--- src/rtl/tiny_mandelbrot_pkg.sv ---
// tiny_mandelbrot_pkg: slot and dispatcher state encodings plus default result width.
package tiny_mandelbrot_pkg;
   typedef enum logic [1:0] {SLOT_FREE, SLOT_COMPUTING, SLOT_READY} slot_state_e;
   typedef enum logic [1:0] {D_IDLE, D_CLEAR, D_RUN, D_DONE} disp_state_e;
   localparam int DEF_RES_W = 4;
endpackage

--- src/rtl/dispatch_slot.sv ---
// dispatch_slot: per-engine slot tracking FREE/COMPUTING/READY, capturing the result
// on the engine's running 1->0 edge.
module dispatch_slot
   import tiny_mandelbrot_pkg::*;
#(
   parameter int RES_W = DEF_RES_W
) (
   input  logic             clk,
   input  logic             rst_n,
   input  logic             dispatch,
   input  logic             retire,
   input  logic             running,
   input  logic [RES_W-1:0] result,
   output slot_state_e      state,
   output logic [RES_W-1:0] data
);
   logic prev;
   always_ff @(posedge clk or negedge rst_n) begin
      if (!rst_n) begin
         state <= SLOT_FREE;
         data  <= '0;
         prev  <= 1'b0;
      end else begin
         prev <= running;
         if (dispatch) state <= SLOT_COMPUTING;
         else if (state == SLOT_COMPUTING && prev && !running) begin
            state <= SLOT_READY;
            data  <= result;
         end else if (retire) state <= SLOT_FREE;
      end
   end
endmodule

--- src/rtl/mandelbrot_dispatcher.sv ---
// mandelbrot_dispatcher: round-robin pixel dispatch to NUM_ENGINES engines with in-order retire.
// Optional retire-stall counter enabled by MANDELBROT_DISPATCH_STALL_CNT_EN.
module mandelbrot_dispatcher
   import tiny_mandelbrot_pkg::*;
#(
   parameter int NUM_ENGINES = 2,
   parameter int RES_W       = DEF_RES_W,
   parameter int WIDTH       = 400,
   parameter int HEIGHT      = 300,
   localparam int XW = $clog2(WIDTH),
   localparam int YW = $clog2(HEIGHT),
   localparam int EW = NUM_ENGINES > 1 ? $clog2(NUM_ENGINES) : 1
) (
   input  logic                         clk,
   input  logic                         rst_n,
   input  logic                         start,
   output logic                         busy,
   output logic                         done,
   output logic [NUM_ENGINES-1:0]       eng_run,
   output logic [XW-1:0]                eng_x,
   output logic [YW-1:0]                eng_y,
   input  logic [NUM_ENGINES-1:0]       eng_running,
   input  logic [NUM_ENGINES*RES_W-1:0] eng_result,
   output logic                         fb_reset_ptr,
   output logic                         fb_write,
   output logic [RES_W-1:0]             fb_data,
   input  logic                         fb_wrote,
   output logic [31:0]                  stall_cycles
);
   localparam int TOTAL = WIDTH * HEIGHT;
   localparam int CW = $clog2(TOTAL + 1);

   disp_state_e state, nxt;
   logic [XW-1:0] x;
   logic [YW-1:0] y;
   logic [EW-1:0] dptr, rptr;
   logic [CW-1:0] retired;
   logic all_issued, wait_ack, disp, ret;
   logic [NUM_ENGINES-1:0] is_free, is_ready;
   slot_state_e sst [NUM_ENGINES];
   logic [RES_W-1:0] sdata [NUM_ENGINES];

   for (genvar i = 0; i < NUM_ENGINES; i++) begin : g_slot
      dispatch_slot #(.RES_W(RES_W)) u_slot (
         .clk      (clk),
         .rst_n    (rst_n),
         .dispatch (disp && dptr == EW'(i)),
         .retire   (ret && rptr == EW'(i)),
         .running  (eng_running[i]),
         .result   (eng_result[i*RES_W +: RES_W]),
         .state    (sst[i]),
         .data     (sdata[i])
      );
      assign is_free[i]  = sst[i] == SLOT_FREE;
      assign is_ready[i] = sst[i] == SLOT_READY;
   end

   always_comb begin
      nxt = state;
      if (state == D_IDLE && start) nxt = D_CLEAR;
      else if (state == D_CLEAR) nxt = D_RUN;
      else if (state == D_RUN && retired == CW'(TOTAL)) nxt = D_DONE;
      else if (state == D_DONE) nxt = D_IDLE;
   end

   assign busy         = state != D_IDLE;
   assign done         = state == D_DONE;
   assign fb_reset_ptr = state == D_CLEAR;
   assign disp         = state == D_RUN && !all_issued && is_free[dptr];
   assign ret          = state == D_RUN && !wait_ack && is_ready[rptr];
   assign eng_run      = disp ? NUM_ENGINES'(1) << dptr : '0;
   assign eng_x        = x;
   assign eng_y        = y;
   assign fb_write     = ret;
   assign fb_data      = sdata[rptr];

   always_ff @(posedge clk or negedge rst_n) begin
      if (!rst_n) begin
         state      <= D_IDLE;
         x          <= '0;
         y          <= '0;
         dptr       <= '0;
         rptr       <= '0;
         retired    <= '0;
         all_issued <= 1'b0;
         wait_ack   <= 1'b0;
      end else begin
         state <= nxt;
         if (state == D_CLEAR) begin
            x          <= '0;
            y          <= '0;
            dptr       <= '0;
            rptr       <= '0;
            retired    <= '0;
            all_issued <= 1'b0;
            wait_ack   <= 1'b0;
         end else begin
            if (disp) begin
               dptr       <= dptr == EW'(NUM_ENGINES - 1) ? '0 : dptr + 1'b1;
               all_issued <= x == XW'(WIDTH - 1) && y == YW'(HEIGHT - 1);
               x          <= x == XW'(WIDTH - 1) ? '0 : x + 1'b1;
               y          <= x == XW'(WIDTH - 1) ? y + 1'b1 : y;
            end
            // an ack arriving alongside fb_write is ignored because wait_ack is still low
            if (ret) begin
               rptr     <= rptr == EW'(NUM_ENGINES - 1) ? '0 : rptr + 1'b1;
               wait_ack <= 1'b1;
            end else if (wait_ack && fb_wrote) begin
               wait_ack <= 1'b0;
               retired  <= retired + 1'b1;
            end
         end
      end
   end

`ifdef MANDELBROT_DISPATCH_STALL_CNT_EN
   logic [31:0] stall_q;
   always_ff @(posedge clk or negedge rst_n) begin
      if (!rst_n) stall_q <= '0;
      else if (state == D_IDLE && start) stall_q <= '0;
      else if (state == D_RUN && !wait_ack && !is_ready[rptr] && stall_q != '1) stall_q <= stall_q + 1'b1;
   end
   assign stall_cycles = stall_q;
`else
   assign stall_cycles = '0;
`endif
endmodule
--- config.mk ---
export PLATFORM = sky130hd
export DESIGN_NAME = mandelbrot_dispatcher
export DESIGN_NICKNAME = d
export VERILOG_FILES = /design/src/rtl/tiny_mandelbrot_pkg.sv /design/src/rtl/dispatch_slot.sv /design/src/rtl/mandelbrot_dispatcher.sv
export SDC_FILE = /design/constraint.sdc
export NUM_CORES = 1
export LEC_CHECK = 0
export ABC_CLOCK_PERIOD_IN_PS = 4350
export CAP_MARGIN = 25
export CORE_MARGIN = 5
export CORE_UTILIZATION = 36
export CTS_CLUSTER_DIAMETER = 60
export DETAILED_ROUTE_END_ITERATION = 10
export PLACE_DENSITY = 0.61
export SETUP_SLACK_MARGIN = 0.5
export SYNTH_ARGS = -nofsm -noshare
export SYNTH_HDL_FRONTEND = slang
export SYNTH_SLANG_ARGS = --single-unit
--- constraint.sdc ---
create_clock -name clk -period 4.35 [get_ports clk]
set_input_delay 0.87 -clock clk [delete_from_list [all_inputs] [get_ports clk]]
set_output_delay 0.87 -clock clk [all_outputs]
set_load 0.01 [all_outputs]
==> results.txt, run 1 <==
Main synth FF type -> dfrtp_1
Total Wirelength -> 6.359 mm
grt total ovfl -> 0
EDFF count, synth -> 0
Mapped Cells -> 307
FF-to-FF End -> retired[11]
core area -> 8258 sq um
clk root buf -> clkbuf_8
postcts setup bufs -> 0
Core Rows -> 33
R2R depth -> 4
Slew Limit Fails -> 0
relative slew slack -> 49.32%
worst-case clock buffer depth -> 2
layout cell share with drive strength beyond 1 -> 9.770%
Mapped Area -> 3055 sq um
Finished Core Util -> 43.17%
post-cts resize count -> 0
crit share post-route -> 74.08%
first-pass GRT wire length -> 10.37 mm
Die Area -> 10,430 sq um
Yosys Warn Count -> 0
CTS buffer count -> 5
distinct cell type count after synthesis -> 53
routability cong. -> 0.7964
Final #Nets -> 365
Design Area, Final -> 3565 sq um
final hold violations -> 0
synthesized area per cell -> 9.953 sq um
Clock transition at path regs -> 110 ps
Sink Count -> 55
required time worst endpoint -> 3480 ps
most frequent cells in the layout -> 55 x dfrtp_1, 40 x clkdlybuf4s50_1, 32 x conb_1, 25 x a21oi_1, 23 x nand2_1
# port buffers -> 41
initial antenna violation count -> 0
Area growth syn-to-layout -> 16.67%
post-route ant nets -> 0
Top Ports -> 74
f_max -> 310.3 MHz
minimum clock period -> 3222 ps
Setup CP Type -> reg2out
worst r2r src -> state[1]
Seq cells post-synth -> 55
# hold bufs at CTS -> 0
type of the most critical hold path -> reg2reg
DRT iter0 DRCs -> 122
dpl cell area -> 3448 sq um
width of the die -> 102.1 um
vias -> 2,328
Die Y -> 102.1 um
Startpoint Class -> register
Routed WL per cell -> 14.04 um
P_leak -> 1.492 nW
H-tree depth -> 2
hpwl dp -> 4.625 mm
RSZ-0062 raised after global routing -> no
Tot Pwr -> 1.638 mW
Via-to-Cell Ratio -> 5.139
Seq/Total Area, Yosys -> 45.05%
Hold Startpoint -> g_slot[1].u_slot.data[3]
WHS Endpoint -> g_slot[1].u_slot.data[3]
max_cap viols -> 0
worst skew pair latency -> 310 ps
gr usage total -> 12.35%
status -> completed
Final setup viols -> 0
# diodes -> 0
final routed DRC violation total -> 0
Initial Utilization -> 37.00%
crit end category -> output pin
Setup Skew -> 7.686 ps
TritonCTS clock tree -> done
Post-synth ARST share -> 100.0%
vias in the first global route -> 2,169
Worst Hold Depth -> 1
largest net degree at the start of global routing -> 31
setup slack, reg-to-reg -> 2110 ps
commonest non-fill, non-tap cell in the layout -> dfrtp_1
Arrival @ worst endpoint -> 2350 ps
TritonRoute pass-1 iters -> 4
setup TNS -> 0 ps
hold_ws -> 513.3 ps
Tightest Pin Transition -> 760.3 ps
Power Dens Cells -> 459.6 nW/um^2
CP max FO -> 9
Peak VDD IR -> 0.3090 mV
==> critical path, cell delays in order (launching register included) <==
cell and delay (ps):
dfrtp_1 510, or3b_2 520, a211oi_2 400, clkdlybuf4s50_1 620
==> registers in the layout, indices dropped and copies added, names as in the netlist <==
register	cells
wait_ack	1
rptr	1
dptr	1
g_slot.u_slot.state	4
g_slot.u_slot.prev	2
eng_x	9
state	2
eng_y	9
g_slot.u_slot.data	8
retired	17
all_issued	1
==> power breakdown <==
group / leakage, nW / total, mW / switching, mW / internal [mW]
sequential: 0.713 / 0.761 / 0.134 / 0.628
combinational: 0.720 / 0.525 / 0.230 / 0.295
clock: 0.0587 / 0.352 / 0.178 / 0.175
total: 1.49 / 1.64 / 0.541 / 1.10
==> per-stage QoR <==
step                std cells  worst slack (ps)
CTS                       453              1102
global placement          445              1500
finish                    453              1128
detailed placement        445              1471
floorplan                 338              2049
global route              453             969.3
==> worst max path at each step <==
stage,cells past startpoint,startpoint,end,slack [ps]
after floorplan,5,state[1],fb_reset_ptr,2050
final,3,rptr,fb_write,1130
after CTS,3,rptr,fb_write,1100
after detailed placement,3,rptr,fb_write,1470
after global routing,4,dptr,eng_run[0],970
after global placement,3,rptr,fb_write,1500
==> per-layer routing <==
layer	GRT usage (%)	wire [um]	vias up
li1	-	-	1113
met1	17.05	2970	1122
met2	19.39	2876	83
met3	2.662	421	10
met4	3.935	90	0
met5	0	0	-
==> kinds of logic after synthesis <==
family / after synthesis / share of synthesized area [%]
xor gates and xnor gates: 13 / 3.726
AOI/OAI and AO/OA: 64 / 13.43
buffers and inverters: 51 / 10.48
muxes: 13 / 4.750
adders and majority gates: 4 / 1.638
DFF: 55 / 45.05
and+or+nand+nor: 106 / 20.80
other: 1 / 0.1227
==> layout make-up <==
| type | instances | area (sq um) |
|---|---|---|
| Sequential cell | 55 | 1376 |
| Clock buffer | 5 | 68.82 |
| Timing Repair Buffer | 45 | 435.4 |
| Fill cell | 815 | 4693 |
| Multi-Input combinational cell | 232 | 1475 |
| Tap cell | 105 | 131.4 |
| Clock inverter | 3 | 47.55 |
| Inverter | 8 | 30.03 |
==> cell usage after synthesis (all sizes together), types with 5 or more instances <==
cell type | instances | area, sq um
dfrtp | 55 | 1376
buf | 36 | 264.0
a21oi | 25 | 125.1
nand2 | 23 | 86.33
o21ai | 16 | 80.07
or3 | 15 | 93.84
nor2 | 14 | 52.55
mux2 | 12 | 135.1
nand3 | 10 | 50.05
inv | 8 | 30.03
xnor2 | 8 | 70.07
clkbuf | 7 | 26.28
nand4 | 6 | 37.54
and4 | 5 | 43.79
xor2 | 5 | 43.79
(Power assumes the default switching activity.)
==> run 2: changes to the inputs <==
- ABC_CLOCK_PERIOD_IN_PS: 4350 -> 2800
- PLACE_DENSITY: 0.61 -> 0.64
- clock period: 4.35 -> 2.8 ns (I/O delays scaled with it)
==> run 2 against run 1 <==
Sequential cell count is the same. Setup slack lost 590 ps. Total power grew 55%. Sequential share of layout area shrank 1.2 points. Routed wire length grew 1.2%. Final cell count grew 3.8%. Die area is the same. Critical path type unchanged.
==> results.txt, run 2 (synthesis results as in run 1) <==
Clock transition at path regs -> 100 ps (about the same)
commonest non-fill, non-tap cell in the layout -> dfrtp_1
Routed WL per cell -> 13.70 um (-2.4%)
max_cap viols -> 0 (unchanged)
P_sw -> 0.8635 mW (+60%)
P_leak -> 1.589 nW (+6.5%)
Die Area -> 10,430 sq um (unchanged)
Peak VDD IR -> 0.4157 mV (+35%)
routability cong. -> 0.8294 (+4.1%)
core area -> 8258 sq um (unchanged)
Area growth syn-to-layout -> 20.88%
Arrival @ worst endpoint -> 1700 ps (-650 ps)
CTS buffer count -> 5 (unchanged)
grt total ovfl -> 0 (unchanged)
minimum clock period -> 2259 ps
relative slew slack -> 63.10% (+14 points)
RSZ-0062 raised after global routing -> yes
hold_ws -> 179.8 ps (-333.5 ps)
Sink Count -> 55 (unchanged)
most frequent cells in the layout -> 51 x dfrtp_1, 36 x clkdlybuf4s50_1, 32 x conb_1, 25 x a21oi_1, 23 x nand2_1
final routed DRC violation total -> 0 (unchanged)
f_max -> 442.6 MHz
Top Ports -> 74 (unchanged)
post-route ant nets -> 0 (unchanged)
Comb pwr share -> 36.5% (+4.5 points)
largest net degree at the start of global routing -> 31 (unchanged)
vias in the first global route -> 2,250 (+3.7%)
required time worst endpoint -> 2240 ps (-1240 ps)
worst skew pair latency -> 310 ps (about the same)
Tightest Pin Transition -> 546.0 ps (-214.3 ps)
width of the die -> 102.1 um (unchanged)
Sw Share -> 33.93% (+0.90 points)
Most flops, register -> retired
Setup Skew -> 11.94 ps (+4.258 ps)
setup TNS -> 0 ps (unchanged)
worst-case clock buffer depth -> 2 (unchanged)
Total Wirelength -> 6.438 mm (+1.2%)
crit end category -> output pin
final hold violations -> 0 (unchanged)
Final #Nets -> 382 (+4.7%)
TritonCTS clock tree -> done
gr usage total -> 13.03% (+0.69 points)
# port buffers -> 41 (unchanged)
H-tree depth -> 2 (unchanged)
Die Y -> 102.1 um (unchanged)
clock share of power -> 17.2% (-4.3 points)
CP max FO -> 4 (-5)
Slew Limit Fails -> 0 (unchanged)
Power Dens Cells -> 689.0 nW/um^2 (+50%)
initial antenna violation count -> 0 (unchanged)
# hold bufs at CTS -> 0 (unchanged)
max FFs per register -> 17 (unchanged)
hpwl dp -> 4.710 mm (+1.8%)
clk root buf -> clkbuf_8
# diodes -> 0 (unchanged)
Internal -> 1.681 mW (+53%)
Initial Utilization -> 37.00% (unchanged)
TritonRoute pass-1 iters -> 4 (unchanged)
vias -> 2,379 (+2.2%)
status -> completed
crit share post-route -> 80.69%
Startpoint Class -> register
Core Rows -> 33 (unchanged)
type of the most critical hold path -> in2async
first-pass GRT wire length -> 10.96 mm (+5.7%)
layout cell share with drive strength beyond 1 -> 15.62% (+5.8 points)
Setup CP Type -> reg2out
Seq pwr share -> 46.2% (-0.3 points)
DRT iter0 DRCs -> 136 (+11%)
Final setup viols -> 0 (unchanged)
Via-to-Cell Ratio -> 5.062 (-1.5%)
## run 2: stage by stage
step / instance area (sq um) / setup WS (ps) / cells / util, % / power [mW]
global placement: 3493 / 406.8 / 451 / 42.30 / 2.048
detailed placement: 3493 / 378.9 / 451 / 42.30 / 2.068
global route: 3694 / 488.2 / 470 / 44.73 / 2.729
CTS: 3674 / 513.3 / 469 / 44.48 / 2.570
floorplan: 3172 / 808.7 / 338 / - / 1.717
finish: 3694 / 540.7 / 470 / 44.73 / 2.545
## run 2: power groups by stage
stage | combinational, mW | sequential, mW | clock, mW
floorplan | 0.573 | 1.14 | 0
global placement | 0.876 | 1.17 | 0
CTS | 0.944 | 1.17 | 0.453
detailed placement | 0.882 | 1.19 | 0
global route | 1.04 | 1.20 | 0.487
finish | 0.930 | 1.18 | 0.438
## run 2: layer usage
metal / track usage (%) / vias up / wire (um)
li1: - / 1157 / -
met1: 18.78 / 1145 / 3063
met2: 20.09 / 73 / 2907
met3: 2.662 / 4 / 419
met4: 3.330 / 0 / 48
met5: 0 / - / 0
## run 2: path summary, 6_finish.rpt
path / startpoint / endpoint / slack [ps] / cells after the start
max in group asynchronous: rst_n / state[0] / 2000 / 2
max: state[0] / busy / 540 / 3
min reg2reg: g_slot[0].u_slot.data[2] / g_slot[0].u_slot.data[2] / 510 / 1
max reg2reg: eng_x[0] / eng_y[6] / 730 / 5
min in group clk: g_slot[0].u_slot.data[2] / g_slot[0].u_slot.data[2] / 510 / 1
min: rst_n / eng_y[5] / 180 / 1
## run 2: area by class of cell
| type | instances | area, sq um |
|---|---|---|
| Multi-Input combinational cell | 232 | 1504 |
| Tap cell | 105 | 131.4 |
| Timing Repair Buffer | 62 | 558.0 |
| Sequential cell | 55 | 1381 |
| Fill cell | 801 | 4564 |
| Clock buffer | 5 | 68.82 |
| Clock inverter | 3 | 20.02 |
| Inverter | 8 | 30.03 |
## run 2: critical path: stages (launching register included)
cell             delay (ps)
dfrtp_2                 450
buf_4                   150
or2_2                   310
clkdlybuf4s50_1         490
## run 2: what timing repair did
item | CTS | global route
pin swaps | 3 | 0
resized for setup | 13 | 3
setup buffers | 10 | 1
gates cloned | 0 | 0
endpoints found under the hold margin | 0 | 0
setup endpoints to repair | 4 | 5
==> run 3: changes to the inputs <==
- ABC_CLOCK_PERIOD_IN_PS: 2800 -> 2300
- PLACE_DENSITY: 0.64 -> 0.61
- clock period: 2.8 -> 2.3 ns (I/O delays scaled with it)
==> run 3 against run 2 <==
Via count is 5.1% higher. Combinational power increased by 30%. Final cell count is 4.7% higher. Critical endpoint is now fb_write. Highest routed layer unchanged.
==> results.txt, run 3 (synthesis results as in run 1) <==
status -> completed
max_cap viols -> 0 (unchanged)
vias -> 2,501 (+5.1%)
Finished Core Util -> 48.45% (+3.7 points)
crit share post-route -> 85.40%
Routed WL per cell -> 14.41 um (+5.2%)
setup slack, reg-to-reg -> 470 ps (-260 ps)
setup TNS -> 0 ps (unchanged)
Setup CP Type -> reg2out
dpl ws -> 55.78 ps (-323.2 ps)
Slew Limit Fails -> 0 (unchanged)
routability cong. -> 0.7737 (-6.7%)
Area growth syn-to-layout -> 30.96%
clk root buf -> clkbuf_8
required time worst endpoint -> 1840 ps (-400 ps)
gr usage total -> 13.97% (+0.94 points)
Arrival @ worst endpoint -> 1500 ps (-200 ps)
TritonCTS clock tree -> done
CP Cell Sequence -> or3b_4 -> a211oi_4 -> buf_2
P_leak -> 1.768 nW (+11%)
Power Dens Cells -> 805.5 nW/um^2 (+17%)
core area -> 8258 sq um (unchanged)
Final setup viols -> 0 (unchanged)
vias in the first global route -> 2,539 (+13%)
minimum clock period -> 1964 ps
commonest non-fill, non-tap cell in the layout -> dfrtp_1
width of the die -> 102.1 um (unchanged)
first-pass GRT wire length -> 11.84 mm (+8.1%)
hpwl dp -> 4.905 mm (+4.2%)
Total Wirelength -> 7.089 mm (+10%)
initial antenna violation count -> 0 (unchanged)
worst skew pair latency -> 310 ps (about the same)
worst-case clock buffer depth -> 2 (unchanged)
f_max -> 509.1 MHz
CP max FO -> 3 (-1)
grt total ovfl -> 0 (unchanged)
R2R depth -> 6 (+1)
final worst setup slack -> 335.8 ps (-204.9 ps)
crit-path max cell delay -> 410 ps (-80 ps)
final hold violations -> 0 (unchanged)
H-tree depth -> 2 (unchanged)
Die Area -> 10,430 sq um (unchanged)
post-route ant nets -> 0 (unchanged)
Startpoint Class -> register
largest net degree at the start of global routing -> 56 (+81%)
Via-to-Cell Ratio -> 5.083 (+0.43%)
Final #Nets -> 405 (+6.0%)
type of the most critical hold path -> in2async
critical path's top delay family -> flip-flops
crit end category -> output pin
Most flops, register -> retired
TritonRoute pass-1 iters -> 4 (unchanged)
layout cell share with drive strength beyond 1 -> 26.87% (+11 points)
# hold bufs at CTS -> 0 (unchanged)
Clock transition at path regs -> 100 ps (about the same)
max FFs per register -> 17 (unchanged)
RSZ-0062 raised after global routing -> yes
Die Y -> 102.1 um (unchanged)
most frequent cells in the layout -> 47 x dfrtp_1, 34 x buf_4, 32 x conb_1, 23 x clkdlybuf4s50_1, 22 x nand2_1
Initial Utilization -> 37.00% (unchanged)
FF-to-FF End -> eng_y[6]
DRT iter0 DRCs -> 57 (-58%)
# port buffers -> 41 (unchanged)
Setup Skew -> 5.778 ps (-6.166 ps)
CTS buffer count -> 5 (unchanged)
final routed DRC violation total -> 0 (unchanged)
# diodes -> 0 (unchanged)
Top Ports -> 74 (unchanged)
Peak VDD IR -> 0.5232 mV (+26%)
Buffers & Inverters on Critical Path -> 1 (-1)
Tot Pwr -> 3.223 mW (+27%)
Sink Count -> 55 (unchanged)
Core Rows -> 33 (unchanged)
Critical-path top delay cell -> dfrtp_1
worst r2r src -> g_slot[0].u_slot.state[1]
## run 3: changes by cell type in the layout (fill, tap and decap cells not counted), moves of 4 or more
cell	delta
dlygate4sd2_1	+7
a21oi_2	+6
buf_6	+11
o21ai_0	-4
clkdlybuf4s50_1	-13
a21oi_1	-6
dfrtp_1	-4
buf_4	+13
dfrtp_2	+4
## run 3: what timing repair did
action,in CTS,in global routing
setup buffers,15,5
endpoints found under the setup margin,34,35
pin swaps,25,9
cloned,0,1
resized for setup,53,25
## run 3: worst max-delay path by stage
stage                         to  slack, ps                      start  cells past startpoint
finish                  fb_write        340  g_slot[0].u_slot.state[0]                      3
global route            fb_write        270  g_slot[0].u_slot.state[0]                      3
CTS                     fb_write        280  g_slot[0].u_slot.state[0]                      3
detailed placement   retired[15]         60                   fb_wrote                      5
global placement     retired[15]        100                   fb_wrote                      5
floorplan           fb_reset_ptr        510                   state[1]                      5
## run 3: stage by stage
stage	hold WS [ps]	std cells	area [sq um]
floorplan	164.4	338	3189
global placement	487.8	464	3620
global route	161.9	492	4001
detailed placement	484.0	464	3620
finish	123.7	492	4001
CTS	148.9	486	3880
## run 3: where the power goes
group | internal [mW] | leakage, nW | switching, mW
clock network | 0.319 | 0.0502 | 0.320
registers | 1.19 | 0.700 | 0.187
logic | 0.640 | 1.02 | 0.567
## run 3: worst register-to-register path, delay by kind of cell, from the launching register on
family                 cells  cell delay (ps)
DFF                        1              390
and+or+nand+nor            2              700
buffers and inverters      2              340
AOI/OAI and AO/OA          2              330
## run 3: area by class of cell
type	instances	area, sq um
fill	798	4257
multi-input combinational	233	1587
sequential	55	1386
timing repair buffer	84	760.7
tap	105	131.4
clock buffer	5	68.82
clock inverter	2	37.54
inverter	8	30.03
## run 3: routing by layer
layer | vias up | track usage (%) | wire length, um
met5 | - | 0 | 0
met4 | 0 | 2.825 | 46
li1 | 1202 | - | -
met2 | 64 | 24.69 | 3582
met3 | 4 | 3.481 | 419
met1 | 1231 | 17.35 | 3040
